$ cat config.mk
export PLATFORM = sky130hd
export DESIGN_NAME = uart_tx_fifo_flat
export DESIGN_NICKNAME = d
export VERILOG_FILES = /design/src/rtl/uart_tx_fifo_if.sv /design/src/rtl/uart_tx_fifo.sv /design/src/flat_wrapper.sv
export SDC_FILE = /design/constraint.sdc
export NUM_CORES = 1
export LEC_CHECK = 0
export CAP_MARGIN = 10
export CORE_MARGIN = 8
export CORE_UTILIZATION = 40
export DETAILED_ROUTE_END_ITERATION = 8
export PLACE_DENSITY = 0.56
export SYNTH_ARGS = -nofsm -noshare
export SYNTH_HDL_FRONTEND = slang
export SYNTH_SLANG_ARGS = --single-unit
$ cat constraint.sdc
create_clock -name clk -period 3.1 [get_ports clk]
set_input_delay 0.31 -clock clk [delete_from_list [all_inputs] [get_ports clk]]
set_output_delay 0.31 -clock clk [all_outputs]
set_load 0.03 [all_outputs]
$ cat src/rtl/uart_tx_fifo_if.sv
// Producer/UART-facing bundle of the transmit byte queue: write port, status and TX handshake.
interface uart_tx_fifo_if #(
    parameter int DEPTH = 16
);
    localparam int CW = $clog2(DEPTH + 1);

    logic [7:0]    wr_data_i;
    logic          wr_en_i;
    logic          full_o;
    logic [CW-1:0] count_o;
    logic          ovf_o;
    logic [7:0]    tx_data_o;
    logic          tx_ready_o;
    logic          tx_ack_i;

    modport master (
        output wr_data_i, wr_en_i, tx_ack_i,
        input  full_o, count_o, ovf_o, tx_data_o, tx_ready_o
    );

    modport slave (
        input  wr_data_i, wr_en_i, tx_ack_i,
        output full_o, count_o, ovf_o, tx_data_o, tx_ready_o
    );
endinterface

$ cat src/rtl/uart_tx_fifo.sv
// Transmit byte queue in front of the UART TX: DEPTH-entry storage plus one output register.
// Optional newline expansion (LF -> CR,LF) when UART_TX_FIFO_CRLF_EN is defined.
module uart_tx_fifo #(
    parameter int DEPTH = 16
) (
    input  logic          clk,
    input  logic          reset,
    uart_tx_fifo_if.slave bus
);
    localparam int AW = $clog2(DEPTH);
    localparam int CW = $clog2(DEPTH + 1);

    typedef enum logic [1:0] {
        OUT_EMPTY = 2'd0,
        OUT_FULL  = 2'd1
`ifdef UART_TX_FIFO_CRLF_EN
        ,
        OUT_CR    = 2'd2
`endif
    } out_state_t;

    logic [7:0]    mem_r [DEPTH];
    logic [AW-1:0] wr_ptr_r;
    logic [AW-1:0] rd_ptr_r;
    logic [CW-1:0] count_r;
    logic          full_r;
    logic          ovf_r;
    logic [7:0]    tx_data_r;
    logic          tx_ready_r;
    out_state_t    state_r;

    logic          push_s;
    logic          pop_s;
    logic          xfer_s;
    logic          have_s;
    logic [7:0]    head_s;
    logic [7:0]    data_n_s;
    out_state_t    state_n_s;
    logic [CW-1:0] count_n_s;

    // A write while full is dropped even if a pop frees a slot on the same edge.
    assign push_s    = bus.wr_en_i && !full_r;
    assign xfer_s    = tx_ready_r && bus.tx_ack_i;
    assign have_s    = (count_r != {CW{1'b0}});
    assign head_s    = mem_r[rd_ptr_r];
    assign count_n_s = count_r + {{(CW-1){1'b0}}, push_s} - {{(CW-1){1'b0}}, pop_s};

    assign bus.full_o     = full_r;
    assign bus.count_o    = count_r;
    assign bus.ovf_o      = ovf_r;
    assign bus.tx_data_o  = tx_data_r;
    assign bus.tx_ready_o = tx_ready_r;

    // Output stage next-state: load head on empty or on transfer, with no bubble between bytes.
    always_comb begin
        pop_s     = 1'b0;
        state_n_s = state_r;
        data_n_s  = tx_data_r;
        case (state_r)
            OUT_EMPTY, OUT_FULL: begin
                if ((state_r == OUT_EMPTY || xfer_s) && have_s) begin
`ifdef UART_TX_FIFO_CRLF_EN
                    if (head_s == 8'h0A) begin
                        data_n_s  = 8'h0D;
                        state_n_s = OUT_CR;
                    end else begin
                        data_n_s  = head_s;
                        pop_s     = 1'b1;
                        state_n_s = OUT_FULL;
                    end
`else
                    data_n_s  = head_s;
                    pop_s     = 1'b1;
                    state_n_s = OUT_FULL;
`endif
                end else if (xfer_s) begin
                    state_n_s = OUT_EMPTY;
                end else begin
                    state_n_s = state_r;
                end
            end
`ifdef UART_TX_FIFO_CRLF_EN
            OUT_CR: begin
                // LF stays queued (and counted) until its CR has been taken.
                if (xfer_s) begin
                    data_n_s  = 8'h0A;
                    pop_s     = 1'b1;
                    state_n_s = OUT_FULL;
                end else begin
                    state_n_s = OUT_CR;
                end
            end
`endif
            default: begin
                state_n_s = OUT_EMPTY;
            end
        endcase
    end

    // Storage array write port; contents are don't-care until counted.
    always_ff @(posedge clk) begin
        if (push_s) begin
            mem_r[wr_ptr_r] <= bus.wr_data_i;
        end
    end

    // Pointers, occupancy, sticky overflow and the registered output stage.
    always_ff @(posedge clk or negedge reset) begin
        if (!reset) begin
            wr_ptr_r   <= {AW{1'b0}};
            rd_ptr_r   <= {AW{1'b0}};
            count_r    <= {CW{1'b0}};
            full_r     <= 1'b0;
            ovf_r      <= 1'b0;
            tx_data_r  <= 8'h00;
            tx_ready_r <= 1'b0;
            state_r    <= OUT_EMPTY;
        end else begin
            wr_ptr_r   <= push_s ? wr_ptr_r + {{(AW-1){1'b0}}, 1'b1} : wr_ptr_r;
            rd_ptr_r   <= pop_s  ? rd_ptr_r + {{(AW-1){1'b0}}, 1'b1} : rd_ptr_r;
            count_r    <= count_n_s;
            full_r     <= (count_n_s == CW'(DEPTH));
            ovf_r      <= ovf_r | (bus.wr_en_i && full_r);
            tx_data_r  <= data_n_s;
            tx_ready_r <= (state_n_s != OUT_EMPTY);
            state_r    <= state_n_s;
        end
    end
endmodule

$ cat src/flat_wrapper.sv
// flat-port wrapper written by rule: the top's interface ports become plain ports
module uart_tx_fifo_flat 
#(
    parameter int DEPTH = 16
)
  (clk, reset, bus_wr_data_i, bus_wr_en_i, bus_tx_ack_i, bus_full_o, bus_count_o, bus_ovf_o, bus_tx_data_o, bus_tx_ready_o);
  uart_tx_fifo_if #(.DEPTH(DEPTH)) bus_i ();
  input  logic clk;
  input  logic reset;
  input wire logic [$bits(bus_i.wr_data_i)-1:0] bus_wr_data_i;
  input wire logic [$bits(bus_i.wr_en_i)-1:0] bus_wr_en_i;
  input wire logic [$bits(bus_i.tx_ack_i)-1:0] bus_tx_ack_i;
  output wire logic [$bits(bus_i.full_o)-1:0] bus_full_o;
  output wire logic [$bits(bus_i.count_o)-1:0] bus_count_o;
  output wire logic [$bits(bus_i.ovf_o)-1:0] bus_ovf_o;
  output wire logic [$bits(bus_i.tx_data_o)-1:0] bus_tx_data_o;
  output wire logic [$bits(bus_i.tx_ready_o)-1:0] bus_tx_ready_o;
  assign bus_i.wr_data_i = bus_wr_data_i;
  assign bus_i.wr_en_i = bus_wr_en_i;
  assign bus_i.tx_ack_i = bus_tx_ack_i;
  assign bus_full_o = bus_i.full_o;
  assign bus_count_o = bus_i.count_o;
  assign bus_ovf_o = bus_i.ovf_o;
  assign bus_tx_data_o = bus_i.tx_data_o;
  assign bus_tx_ready_o = bus_i.tx_ready_o;
  uart_tx_fifo #(.DEPTH(DEPTH)) u_core (.clk(clk), .reset(reset), .bus(bus_i));
endmodule
==> reports/summary.md <==
The run finished with clean final reports. The required time at the worst-slack endpoint is 3.42 ns, and the die span in y is 141 um. The share of layout cells above drive strength 1 is 0.254. The tools report the reg-to-reg critical path endpoint as u_core.bus.full_o. The synthesized design contains 154 register bits. The analysis attributes to cell leakage a power of 2.65 nW.

For the area of the core region, the log shows 0.0152 mm2. Critical path launch point type: a register. For the post-detailed-routing wire length, the log shows 13100 um. After synthesis, the largest family of logic cells by area is multiplexers. Number of filler cells placed in the layout: 1271. Detail-routed via count per cell: 5.29. In this run the core area contains 45 standard-cell rows. TritonCTS built the clock tree. For this run, the post-layout net count is 412.

The run gives 0.141 as the combined global-route utilization of all metal layers. After global routing the overflow that remains totals 0. Entering global routing, the biggest net connects 22 pins. The tools report the I/O pin count as 28. The largest total area in the synthesized netlist belongs to sky130_fd_sc_hd__edfxtp_1.

Following the worst setup path forward leads to its endpoint at u_core.bus.full_o. Sequential-to-total area share from yosys stat: 0.724. In the final timing run, aggregate negative setup slack is 0 ns.

The worst setup path is captured at a register. Yosys mapped a number of flops with a built-in enable equal to 128. The min-delay analysis places its worst path in the category in2async. The number of global-route vias before repair was 3326; the peak ir drop on the vdd network was 0.419 mV.

In the synthesized netlist the dominant register cell turns out to be sky130_fd_sc_hd__edfxtp_1. The H-tree depth was 4. The tools report the reg-to-reg startpoint as u_core.bus.count_o[3].

Across all hold checks on the routed design, the worst slack comes to 0.428 ns. Number of max-cap violations: 0. After detailed routing, the average wire length per cell comes to 22.2 um.

The count of clock tree sinks came out at 154. The overall die area is 0.0198 mm2. Relative to the synthesized area, the layout overhead comes to 20.5%. The run gives 0.09 ns as the internal reg-to-reg setup slack.

The initial antenna violation count came out at 0. Simple-gate area share of the yosys netlist: 0.0383. The relative slew slack is 0.362, and the number of nets produced by synthesis is 351. The number of cells on the worst reg-to-reg path is 13. The maximum clock frequency was 332 MHz; the worst setup slack before clock tree synthesis was 0.00760 ns.

The clock passes through at most 2 buffers. The run gives 0.409 as the starting density of the core. Ranked by total cell area, the synthesized netlist is headed by sky130_fd_sc_hd__edfxtp_1 62%, sky130_fd_sc_hd__dfrtp_1 10%, sky130_fd_sc_hd__mux4_2 8.7%.

The proportion of synthesized flip-flops having asynchronous set or reset is 0.169. CTS placed an instance of sky130_fd_sc_hd__clkbuf_16 at the clock tree root. The congestion estimate from routability-driven global placement came to 0.806. The count of input and output buffers came out at 27.

The xor-xnor portion of the synthesized cell area came out at 0.0127. Across all layers, the routed design uses 3113 vias. The share of the synthesized area in compound gates (AO/OA/AOI/OAI) was 0.0399; the latest clock arrival within the worst-skew pair was 0.41 ns.

Width of the die: 141 um. For the clock tree skew after final layout, the log shows 0.00841 ns. Clock tree synthesis inserted a total of 17 buffers. Mux cell area share after synthesis: 0.134. The final max-slew violation count came out at 0.

Setup violations remaining at the end of the flow were counted as 0. Among all cell types in the netlist, the one instantiated most often is sky130_fd_sc_hd__edfxtp_1. Each instance of the synthesized netlist takes up on average 19.0 um2. The repair_antennas step left the layout with diodes totalling 0.

Yosys printed 0 warnings. The tools report the final setup slack of the worst path as 0.0923 ns. In this run the worst path has a maximum fanout of 4. The critical path data arrival time was 3.32 ns; the proportion of netlist area held by the largest area contributor was 0.619. Power spread over the standard cell area amounts to 961 mW/mm2. Clock-pin slew was measured on the worst setup and hold paths at 0.06 ns.

The count of final hold-check violations is 0. The class of the most critical setup path was reg2reg. The cell area that synthesis handed to floorplanning was 0.00621 mm2. The sequential cell area in the final layout was 0.00450 mm2; the final worst-path cycle share was 0.970. The shortest period the worst path allows is 3.01 ns. After the first detailed-routing iteration, the DRC count stood at 313. Sorting the synthesized cells by how often they occur yields 128 x sky130_fd_sc_hd__edfxtp_1, 26 x sky130_fd_sc_hd__dfrtp_1, 24 x sky130_fd_sc_hd__mux4_2. The most critical setup path has its startpoint at u_core.bus.count_o[3]. The logs give 4 for the number of search-and-repair iterations in the first detailed-routing pass and 0 for the DRC violations left.

After synthesis, the netlist uses 35 different library cells. The HPWL after detailed placement is 8610 um. Synthesis produced a netlist whose cell count is 327. In the final layout, the multi-input gates occupy 0.00161 mm2. In this run the remaining antenna-violating nets after routing total 0. The worst-margin pin slew was 0.954 ns. The post-synthesis adder-cell area fraction came out at 0.0254. The global-route wire length before repair was 20200 um.
## sequential cells by signal, summed over array words and instances, names as in the netlist
register               count
u_core.mem_r             128
u_core.bus.tx_data_o       8
u_core.wr_ptr_r            4
u_core.bus.count_o         5
u_core.bus.ovf_o           1
u_core.bus.full_o          1
u_core.rd_ptr_r            4
u_core.bus.tx_ready_o      1
u_core.state_r             2
## cells in the final DEF, fill, tap and decap left out, types with 3 or more instances in the layout
cell / n
sky130_fd_sc_hd__dfrtp_2: 3
sky130_fd_sc_hd__a21oi_1: 9
sky130_fd_sc_hd__clkinv_2: 3
sky130_fd_sc_hd__inv_1: 8
sky130_fd_sc_hd__xnor2_1: 8
sky130_fd_sc_hd__nor2b_1: 9
sky130_fd_sc_hd__buf_4: 31
sky130_fd_sc_hd__nor2_1: 14
sky130_fd_sc_hd__ha_1: 8
sky130_fd_sc_hd__clkdlybuf4s50_1: 27
sky130_fd_sc_hd__edfxtp_1: 128
sky130_fd_sc_hd__mux4_2: 24
sky130_fd_sc_hd__nor3_1: 5
sky130_fd_sc_hd__clkbuf_1: 3
sky130_fd_sc_hd__clkinvlp_4: 4
sky130_fd_sc_hd__a22o_1: 8
sky130_fd_sc_hd__inv_2: 4
sky130_fd_sc_hd__a211o_1: 8
sky130_fd_sc_hd__clkbuf_16: 17
sky130_fd_sc_hd__mux4_1: 8
sky130_fd_sc_hd__dfrtp_1: 23
sky130_fd_sc_hd__nand2_1: 10
sky130_fd_sc_hd__nand2b_1: 3
sky130_fd_sc_hd__mux2i_1: 8
sky130_fd_sc_hd__a21o_1: 4
## layer usage
layer  vias up  share of wire  track usage
met2        72           0.50        0.226
li1       1412              -            -
met1      1616           0.44        0.180
met4         0          0.016       0.0713
met3        13          0.046       0.0260
met5         -              0            0
## repair_timing
action	CTS	global route
endpoints found under the hold margin	0	0
pin swaps	0	4
endpoints found under the setup margin	1	2
gates resized for setup	1	12
hold buffers	0	0
buffers inserted	0	3
## report_power, final
| group | internal, mW | switching (mW) |
|---|---|---|
| registers | 2.58 | 0.329 |
| clock network | 1.18 | 0.791 |
| logic | 1.14 | 1.17 |
| total | 4.90 | 2.29 |
## worst min path at each step
| stage | endpoint | from |
|---|---|---|
| 2_1_floorplan | u_core.bus.count_o[0] | reset |
| 3_3_place_gp | u_core.bus.ovf_o | u_core.bus.ovf_o |
| 3_5_place_dp | u_core.bus.ovf_o | u_core.bus.ovf_o |
| 4_1_cts | u_core.bus.tx_data_o[4] | reset |
| 5_1_grt | u_core.bus.ovf_o | u_core.bus.ovf_o |
| 6_report | u_core.bus.tx_data_o[0] | reset |
## layout make-up
type,count,area share
sequential,154,0.601
inverter,13,0.00686
clock inverter,12,0.0169
tap,188,0.0314
timing repair buffer,59,0.0699
clock buffer,20,0.0584
multi-input combinational,143,0.215
## through the flow
step / util / total power [mW] / cells / area, um2
finish: 0.492 / 7.19 / 589 / 7480
global route: 0.492 / 7.56 / 589 / 7480
detailed placement: 0.451 / 5.16 / 554 / 6850
global placement: 0.451 / 5.13 / 554 / 6850
CTS: 0.488 / 7.14 / 586 / 7420
floorplan: - / 4.39 / 327 / 6220
## logic make-up after synthesis
logic type | after synthesis
other | 1
xor gates and xnor gates | 9
and+or+nand+nor | 47
buffers and inverters | 30
AOI/OAI and AO/OA | 34
DFF | 154
muxes | 40
adders and majority gates | 12
## critical path: stages, from the launching register on
cell,delay (ns)
sky130_fd_sc_hd__dfrtp_2,0.42
sky130_fd_sc_hd__inv_2,0.06
sky130_fd_sc_hd__ha_2,0.15
sky130_fd_sc_hd__or4b_4,0.49
sky130_fd_sc_hd__nand3_4,0.12
sky130_fd_sc_hd__inv_4,0.05
sky130_fd_sc_hd__ha_4,0.20
sky130_fd_sc_hd__inv_1,0.05
sky130_fd_sc_hd__ha_2,0.18
sky130_fd_sc_hd__inv_2,0.04
sky130_fd_sc_hd__fa_2,0.52
sky130_fd_sc_hd__inv_2,0.04
sky130_fd_sc_hd__or3_4,0.38
sky130_fd_sc_hd__nor4b_4,0.22
Power figures use the tool's default switching activity.
